<file path="src/rtl/irq_ctrl_if.sv">
// irq_ctrl_if: groups the processor-facing interrupt signals of irq_ctrl.
//   irq        4  external request lines, bit 0 has the highest priority
//   int_ack    1  processor took the interrupt (one-cycle pulse)
//   int_done   1  processor returned from the handler (one-cycle pulse)
//   mask_we    1  mask write strobe
//   mask_wd    4  mask write data, 1 enables a source
//   interrupt  1  request to the processor
//   vector    32  handler address for active_id
//   active_id  2  source currently requested or in service
//   pending    4  captured, unserviced requests
//   mask       4  current enable mask
//   busy       1  controller is not idle
// Modports: master = processor side, slave = irq_ctrl side.
interface irq_ctrl_if;
    logic [3:0]  irq;
    logic        int_ack;
    logic        int_done;
    logic        mask_we;
    logic [3:0]  mask_wd;
    logic        interrupt;
    logic [31:0] vector;
    logic [1:0]  active_id;
    logic [3:0]  pending;
    logic [3:0]  mask;
    logic        busy;

    modport master (
        output irq, int_ack, int_done, mask_we, mask_wd,
        input  interrupt, vector, active_id, pending, mask, busy
    );

    modport slave (
        input  irq, int_ack, int_done, mask_we, mask_wd,
        output interrupt, vector, active_id, pending, mask, busy
    );
endinterface

</file>
<file path="src/rtl/irq_ctrl.sv">
// irq_ctrl: 4-source prioritised interrupt controller with a maskable pending register
// and an IDLE -> REQ -> SERVICE handshake with the processor.
// Ports:
//   clk    rising-edge clock
//   reset  synchronous active-high reset
//   bus    irq_ctrl_if.slave (irq, int_ack, int_done, mask_we, mask_wd in;
//          interrupt, vector, active_id, pending, mask, busy out)
// Parameters: VEC_BASE (handler of source 0), VEC_STRIDE (byte spacing of handlers).
// Build option: define IRQ_EDGE_DETECT_EN for rising-edge capture of irq; otherwise
// capture is level-triggered.
module irq_ctrl #(
    parameter logic [31:0] VEC_BASE   = 32'h000000C0,
    parameter logic [31:0] VEC_STRIDE = 32'h00000010
) (
    input logic       clk,
    input logic       reset,
    irq_ctrl_if.slave bus
);
    typedef enum logic [1:0] {StIdle, StReq, StService} state_e;

    state_e     state_q;
    logic [3:0] pending_q, pending_d;
    logic [3:0] mask_q;
    logic [1:0] active_id_q;
    logic       interrupt_q;
    logic       busy_q;

    logic [3:0] set_vec;
    logic [3:0] clr_vec;
    logic [3:0] elig;
    logic [1:0] winner;

`ifdef IRQ_EDGE_DETECT_EN
    logic [3:0] irq_q;

    always_ff @(posedge clk) begin
        if (reset) begin
            irq_q <= '0;
        end else begin
            irq_q <= bus.irq;
        end
    end

    // A held line raises only one request.
    assign set_vec = bus.irq & ~irq_q;
`else
    assign set_vec = bus.irq;
`endif

    always_comb begin
        clr_vec = '0;
        if (state_q == StReq && bus.int_ack) begin
            clr_vec[active_id_q] = 1'b1;
        end
        // Set after clear so a simultaneous new request is not lost.
        pending_d = (pending_q & ~clr_vec) | set_vec;
        elig      = pending_q & mask_q;
        winner    = '0;
        for (int i = 3; i >= 0; i--) begin
            if (elig[i]) begin
                winner = 2'(i);
            end
        end
    end

    always_ff @(posedge clk) begin
        if (reset) begin
            state_q     <= StIdle;
            pending_q   <= '0;
            mask_q      <= '0;
            active_id_q <= '0;
            interrupt_q <= 1'b0;
            busy_q      <= 1'b0;
        end else begin
            pending_q <= pending_d;
            if (bus.mask_we) begin
                mask_q <= bus.mask_wd;
            end
            case (state_q)
                StIdle: begin
                    if (|elig) begin
                        state_q     <= StReq;
                        active_id_q <= winner;
                        interrupt_q <= 1'b1;
                        busy_q      <= 1'b1;
                    end
                end
                // active_id stays frozen until the processor acknowledges.
                StReq: begin
                    if (bus.int_ack) begin
                        state_q     <= StService;
                        interrupt_q <= 1'b0;
                    end
                end
                StService: begin
                    if (bus.int_done) begin
                        state_q <= StIdle;
                        busy_q  <= 1'b0;
                    end
                end
                default: begin
                    state_q     <= StIdle;
                    interrupt_q <= 1'b0;
                    busy_q      <= 1'b0;
                end
            endcase
        end
    end

    assign bus.interrupt = interrupt_q;
    assign bus.busy      = busy_q;
    assign bus.active_id = active_id_q;
    assign bus.pending   = pending_q;
    assign bus.mask      = mask_q;
    assign bus.vector    = VEC_BASE + 32'(active_id_q) * VEC_STRIDE;
endmodule

</file>
<file path="src/flat_wrapper.sv">
// flat-port wrapper written by rule: the top's interface ports become plain ports
module irq_ctrl_flat 
#(
    parameter logic [31:0] VEC_BASE   = 32'h000000C0,
    parameter logic [31:0] VEC_STRIDE = 32'h00000010
)
  (clk, reset, bus_irq, bus_int_ack, bus_int_done, bus_mask_we, bus_mask_wd, bus_interrupt, bus_vector, bus_active_id, bus_pending, bus_mask, bus_busy);
  irq_ctrl_if bus_i ();
  input logic clk;
  input logic reset;
  input wire logic [$bits(bus_i.irq)-1:0] bus_irq;
  input wire logic [$bits(bus_i.int_ack)-1:0] bus_int_ack;
  input wire logic [$bits(bus_i.int_done)-1:0] bus_int_done;
  input wire logic [$bits(bus_i.mask_we)-1:0] bus_mask_we;
  input wire logic [$bits(bus_i.mask_wd)-1:0] bus_mask_wd;
  output wire logic [$bits(bus_i.interrupt)-1:0] bus_interrupt;
  output wire logic [$bits(bus_i.vector)-1:0] bus_vector;
  output wire logic [$bits(bus_i.active_id)-1:0] bus_active_id;
  output wire logic [$bits(bus_i.pending)-1:0] bus_pending;
  output wire logic [$bits(bus_i.mask)-1:0] bus_mask;
  output wire logic [$bits(bus_i.busy)-1:0] bus_busy;
  assign bus_i.irq = bus_irq;
  assign bus_i.int_ack = bus_int_ack;
  assign bus_i.int_done = bus_int_done;
  assign bus_i.mask_we = bus_mask_we;
  assign bus_i.mask_wd = bus_mask_wd;
  assign bus_interrupt = bus_i.interrupt;
  assign bus_vector = bus_i.vector;
  assign bus_active_id = bus_i.active_id;
  assign bus_pending = bus_i.pending;
  assign bus_mask = bus_i.mask;
  assign bus_busy = bus_i.busy;
  irq_ctrl #(.VEC_BASE(VEC_BASE), .VEC_STRIDE(VEC_STRIDE)) u_core (.clk(clk), .reset(reset), .bus(bus_i));
endmodule
</file>
<file path="config.mk">
export PLATFORM = sky130hd
export DESIGN_NAME = irq_ctrl_flat
export DESIGN_NICKNAME = d
export VERILOG_FILES = /design/src/rtl/irq_ctrl_if.sv /design/src/rtl/irq_ctrl.sv /design/src/flat_wrapper.sv
export SDC_FILE = /design/constraint.sdc
export NUM_CORES = 1
export LEC_CHECK = 0
export CAP_MARGIN = 20
export CORE_MARGIN = 2
export CORE_UTILIZATION = 29
export CTS_CLUSTER_SIZE = 12
export DETAILED_ROUTE_END_ITERATION = 8
export GPL_TIMING_DRIVEN = 0
export PLACE_DENSITY = 0.71
export SLEW_MARGIN = 10
export SYNTH_ARGS = -nofsm -noshare
export SYNTH_HDL_FRONTEND = slang
export SYNTH_SLANG_ARGS = --single-unit
</file>
<file path="constraint.sdc">
create_clock -name clk -period 1.1 [get_ports clk]
set_input_delay 0.11 -clock clk [delete_from_list [all_inputs] [get_ports clk]]
set_output_delay 0.11 -clock clk [all_outputs]
set_load 0.02 [all_outputs]
</file>
Word level (Yosys, flattened, before mapping)
Index checks and enable logic that the tools add are counted.

word-level totals
  register bits = 14
  input bits = 13
  output and inout bits = 44
  logic and storage cells = 44

cells by class
  add/subtract/negate cells = 1
  order comparisons = 2
  equality and inequality tests = 5
  multiplexer cells = 16
  bitwise operators = 6
  reduce and logical (&&, ||, !) cells = 8

operator list
  kind                 number
  $mux 2               7
  $add 8x6->9 const A  1
  $reduce_and 3->1     3
  $and 4x4->4          2
  $pmux 1 s3           2
  $pmux 2 s3           1
  $mux 1               4
  $mux 4               1
  $ne 2x2->1 const B   2
  $not 4->4            1
  $or 4x4->4           1
  $reduce_or 4->1      1
  $lt 2x3->1 const B   1
  $demux 1 s2          1
  $eq 2x1->1 const B   1
  $eq 2x2->1 const B   1
  $ge 2x1->1 const B   1
  $logic_and 1x1->1    2
  $logic_not 2->1      1
  $ne 2x1->1 const B   1
  $not 1->1            2
  $reduce_and 2->1     1

Longest topological paths before layout
  depth in word-level cells = 8
  gate-level depth with buffers = 4
  gate-level depth less buffers = 4

Worst setup path before layout
OpenSTA, ideal clock, no wires.

  path type = reg2reg
  from = register u_core.pending_q[0], in the netlist u_core.bus.pending[0]
  to = register u_core.interrupt_q, in the netlist u_core.bus.interrupt
  setup time = 0.134 ns
  data arrival time = 1.076 ns
  data required time = 0.966 ns
  slack = -0.110 ns
  stages on the path, launching flop included = 5
  buffers on the path = 0
  period minus slack after synthesis = 1.210 ns
  path through = dfxtp_1 a22o_2 or2_4 a21oi_1 a211oi_1

on the way
  longest elaborated chain between the ends = 4

ends and longest elaborated chain
  item                               line            source
  start: declaration                 irq_ctrl.sv:22  logic [3:0] pending_q, pending_d;
  start signal: assignment           irq_ctrl.sv:75  pending_q <= pending_d;
  $and 4x4->4                        irq_ctrl.sv:57  elig = pending_q & mask_q;
  $reduce_or 4->1                    irq_ctrl.sv:81  if (|elig) begin
  $ne 2x1->1 (no source line)        --
  $reduce_and 3->1 (no source line)  --
  end signal: assignment             irq_ctrl.sv:72  interrupt_q <= 1'b0;
  end signal: assignment             irq_ctrl.sv:84  interrupt_q <= 1'b1;
  end signal: assignment             irq_ctrl.sv:92  interrupt_q <= 1'b0;
  end: declaration                   irq_ctrl.sv:25  logic interrupt_q;

Every way passes these cells.
A chain may end at the register's enable or synchronous reset.

Worst setup path after layout
  from = register u_core.pending_q[0], in the netlist u_core.bus.pending[0]
  to = register u_core.active_id_q[0], in the netlist u_core.bus.active_id[0]

on the way
  longest elaborated chain between the ends = 3
  elaborated cells on any way between the ends = 4
  classes of those cells = 1 x mux; 1 x bitwise; 2 x reduce/logical

ends and longest elaborated chain
  item                               line            source
  $and 4x4->4 (*)                    irq_ctrl.sv:57
  $reduce_or 4->1                    irq_ctrl.sv:81
  $reduce_and 2->1 (no source line)  --
  end signal: assignment             irq_ctrl.sv:83  active_id_q <= winner;
  end: declaration                   irq_ctrl.sv:24  logic [1:0] active_id_q;

Every way passes the cells marked *; elsewhere a longest branch is shown, timed or not.

==> summary by stage <==
Status
The run finished, with violations left. The final reports fail on negative setup slack.

Finish
The ratio of cells with drive above 1 in the final layout is 48.4%. The area overhead of the layout relative to synthesis is 59.3%. Cells fill 47.8% of the core in the end. The number of antenna diodes in the final layout is 0. After the last flow step, the layout net total stands at 167.

Logic synthesis
Sequential cells were found to cover 34.1% of the synthesized design area. The synthesized netlist contains 25 unique library cells. Sorting the synthesized cells by area gives the leading types as sky130_fd_sc_hd__dfxtp_1, sky130_fd_sc_hd__buf_4, sky130_fd_sc_hd__mux2i_1, sky130_fd_sc_hd__nor2_1, sky130_fd_sc_hd__a21oi_1. Yosys printed 0 warnings. The commonest cells after synthesis are sky130_fd_sc_hd__buf_4, sky130_fd_sc_hd__dfxtp_1, sky130_fd_sc_hd__nor2_1. After synthesis, the share of flip-flops with an asynchronous set or reset is 0%. In the post-synthesis netlist, the cell with the most instances is sky130_fd_sc_hd__buf_4. The netlist area before placement is 821 um2.

The cell count after synthesis is 95. The share of synthesized area in the top cell type comes to 34.1%. In this run, synthesis inferred 0 flip-flops with an integrated enable. The cell accounting for the most synthesized area is sky130_fd_sc_hd__dfxtp_1. In this run, synthesis produced a sequential element count of 14. In this run the mean area of a mapped cell was 8.64 um2.

The leading register cell type out of synthesis is sky130_fd_sc_hd__dfxtp_1.

Detailed routing
The count of nets left with antenna violations once routing finished came out at 0. In the routed layout, each cell is associated on average with a via count of 4.10. The first detailed-routing pass ran for 2 iterations. After detailed routing, the number of remaining DRC violations is 0. The count of routing violations after the opening detailed-route iteration is 3.

The routed wire length per instance is 10.1 um. The routed layout has 755 vias. The final layout contains routed wiring with a total length of 1.86 mm.

Setup path
The worst setup path is launched from a flip-flop. The critical path endpoint category is a flip-flop. Traced cell by cell, the critical path runs through a22o_4 > or2_4 > nand2_4 > mux2i_1. The master of the slowest instance on the critical path is sky130_fd_sc_hd__dfxtp_4. The dominant delay contributor by cell family on the critical path is flip-flops. The arrival time reported for the critical path endpoint is 1.41 ns. The worst register-to-register path has a setup slack of -0.1 ns.

The worst stage delay on the critical path is 0.37 ns. The data required time at the worst endpoint is 1.31 ns. The largest driver fanout on the critical path is 4. The count of buffering cells on the critical path with inverters included is 0. The critical path class is reg2reg.

Timing
Setup repair after global routing could not meet its margin everywhere. The post-route worst setup slack is -0.0973 ns. The final critical path takes up 109% of the cycle.

The final worst clock skew is 0.00466 ns. The minimum clock period is 1.20 ns. The hold violation total from the final report came to 0. Based on the critical path, the design can be clocked at up to 0.835 GHz.

The number of max-slew violations in the final report came to 0. Setup violations remaining at the end of the flow were counted as 4.

Clock network
The root buffer selected by CTS is sky130_fd_sc_hd__clkbuf_4. The cts-stage hold buffer count is 0. The clock input transition at the sequential cells of the worst setup and hold paths is 0.09 ns. The TritonCTS clock tree is built. For this design, the sink count on the clock tree is 14. The number of buffers on the longest clock path is 2. The clock latency of the later-clocked register in the worst-skew pair is 0.28 ns.

The CTS H-tree depth is 1. In this run, CTS created clock tree buffers numbering 3.

Pwr
The analysis attributes to cell leakage a power of 0.636 nW. VDD sags by at most 515 uV. The ratio of total power to cell area is 1080 nW/um2.

Worst hold path
The min-delay analysis places its worst path in the category in2reg.

Job
The max-capacitance violation count is 0.

Placed design
OpenSTA, run right after detailed placement, puts the worst setup slack at -0.304 ns. After legalization and detailed placement, the total HPWL measured 1.37 mm. In this run the tool buffered the top-level ports with 25 buffer cells.

At the end of routability-driven placement, the weighted congestion stood at 0.705.

Global routing
The global-route wire length before repair is 2.77 mm. Entering global routing, the biggest net connects 11 pins. The number of global-route vias before repair is 663. The global route total overflow is 0.

The number of antenna violations at the first check in global routing came to 0. The overall track demand over capacity in global routing is 11.0%.

Floorplanning
The die is 57.2 um wide. The boundary pin count is 57. In this run the standard cell core region covers 2730 um2.

The cell row count is 19. The die covers 3270 um2. For this configuration, the core starts out at a cell density of 30.0%. From bottom edge to top edge, the die measures 57.2 um.
==> state kept, by name, summed over array words and instances (netlist names) <==
name / cells
u_core.bus.mask: 4
u_core.bus.pending: 4
u_core.bus.interrupt: 1
u_core.bus.busy: 1
u_core.state_q: 2
u_core.bus.active_id: 2
==> cells in the final DEF, fill, tap and decap left out, drive strengths merged, types with 2 or more instances in the layout <==
master         instances
a211oi                 2
a21oi                  4
a22o                   2
buf                   35
clkbuf                13
clkdlybuf4s15          5
clkdlybuf4s50         11
conb                  30
dfxtp                 14
mux2i                  5
nand2                  4
nor2                  11
nor3                   4
nor4b                  2
==> final cells by class <==
| cell class | instances | area, um2 |
|---|---|---|
| well taps | 31 | 38.8 |
| clock buffers | 4 | 36.3 |
| plain buffers | 34 | 249 |
| inverters | 1 | 3.75 |
| repair buffers | 26 | 216 |
| multi-input cells | 74 | 455 |
| flip-flops and latches | 14 | 308 |
| fillers | 267 | 1430 |
==> tightest hold or removal path: cells and delay by family <==
family	cells	cell delay, ns
buffers and inverters	1	0.15
muxes	1	0.15
and+or+nand+nor	1	0.07
==> cell families (layout without fill, tap and decap cells) <==
group,Yosys count,in the layout,share of synthesized area (%)
buf+inv,35,65,30.6
simple gates,27,27,16.9
flops,14,14,34.1
compound gates,12,12,11.3
mux,5,5,6.10
other cells,2,30,0.915
==> per-layer routing <==
metal	vias to the layer above	share of wire, %	global-route usage, %
met1	330	39	11.5
met2	39	50	18.9
met4	0	2.4	8.64
li1	380	-	-
met3	6	8.3	2.72
met5	-	0	0
==> worst paths after layout <==
kind	from	to	cells past startpoint
setup / recovery	u_core.bus.pending[0]$_SDFF_PP0_	u_core.bus.active_id[0]$_SDFFE_PP0P_	4
hold / removal	bus_mask_we	u_core.bus.mask[1]$_SDFFE_PP0P_	3
setup reg to reg	u_core.bus.pending[0]$_SDFF_PP0_	u_core.bus.active_id[0]$_SDFFE_PP0P_	4
hold reg to reg	u_core.state_q[1]$_SDFFE_PP0P_	u_core.state_q[0]$_SDFFE_PP0P_	1
==> through the flow <==
stage	cells	hold WS, ns	instance area [um2]	total power [W]	TNS, ns
2_1_floorplan	123	0.179	952	0.000903	-0.143
3_3_place_gp	179	0.455	1240	0.00103	-3.12
3_5_place_dp	179	0.454	1240	0.00104	-3.86
4_1_cts	184	0.233	1310	0.00141	-0.227
5_1_grt	184	0.257	1310	0.00148	-0.410
6_report	184	0.227	1310	0.00141	-0.267
==> report_power, final <==
part	switching (W)	leakage [nW]	internal [W]	total, W
clock	0.000172	0.0210	0.000201	0.000374
combinational	0.000239	0.494	0.000201	0.000440
sequential	0.0000520	0.121	0.000545	0.000597
total	0.000463	0.636	0.000948	0.00141
==> what timing repair did <==
| item | CTS | global route |
|---|---|---|
| buffers inserted | 1 | 0 |
| hold endpoints to repair | 0 | 0 |
| resized for setup | 38 | 19 |
| pin swaps | 3 | 3 |
| setup endpoints to repair | 22 | 21 |
Note: power is estimated with default switching activity, not from simulation.
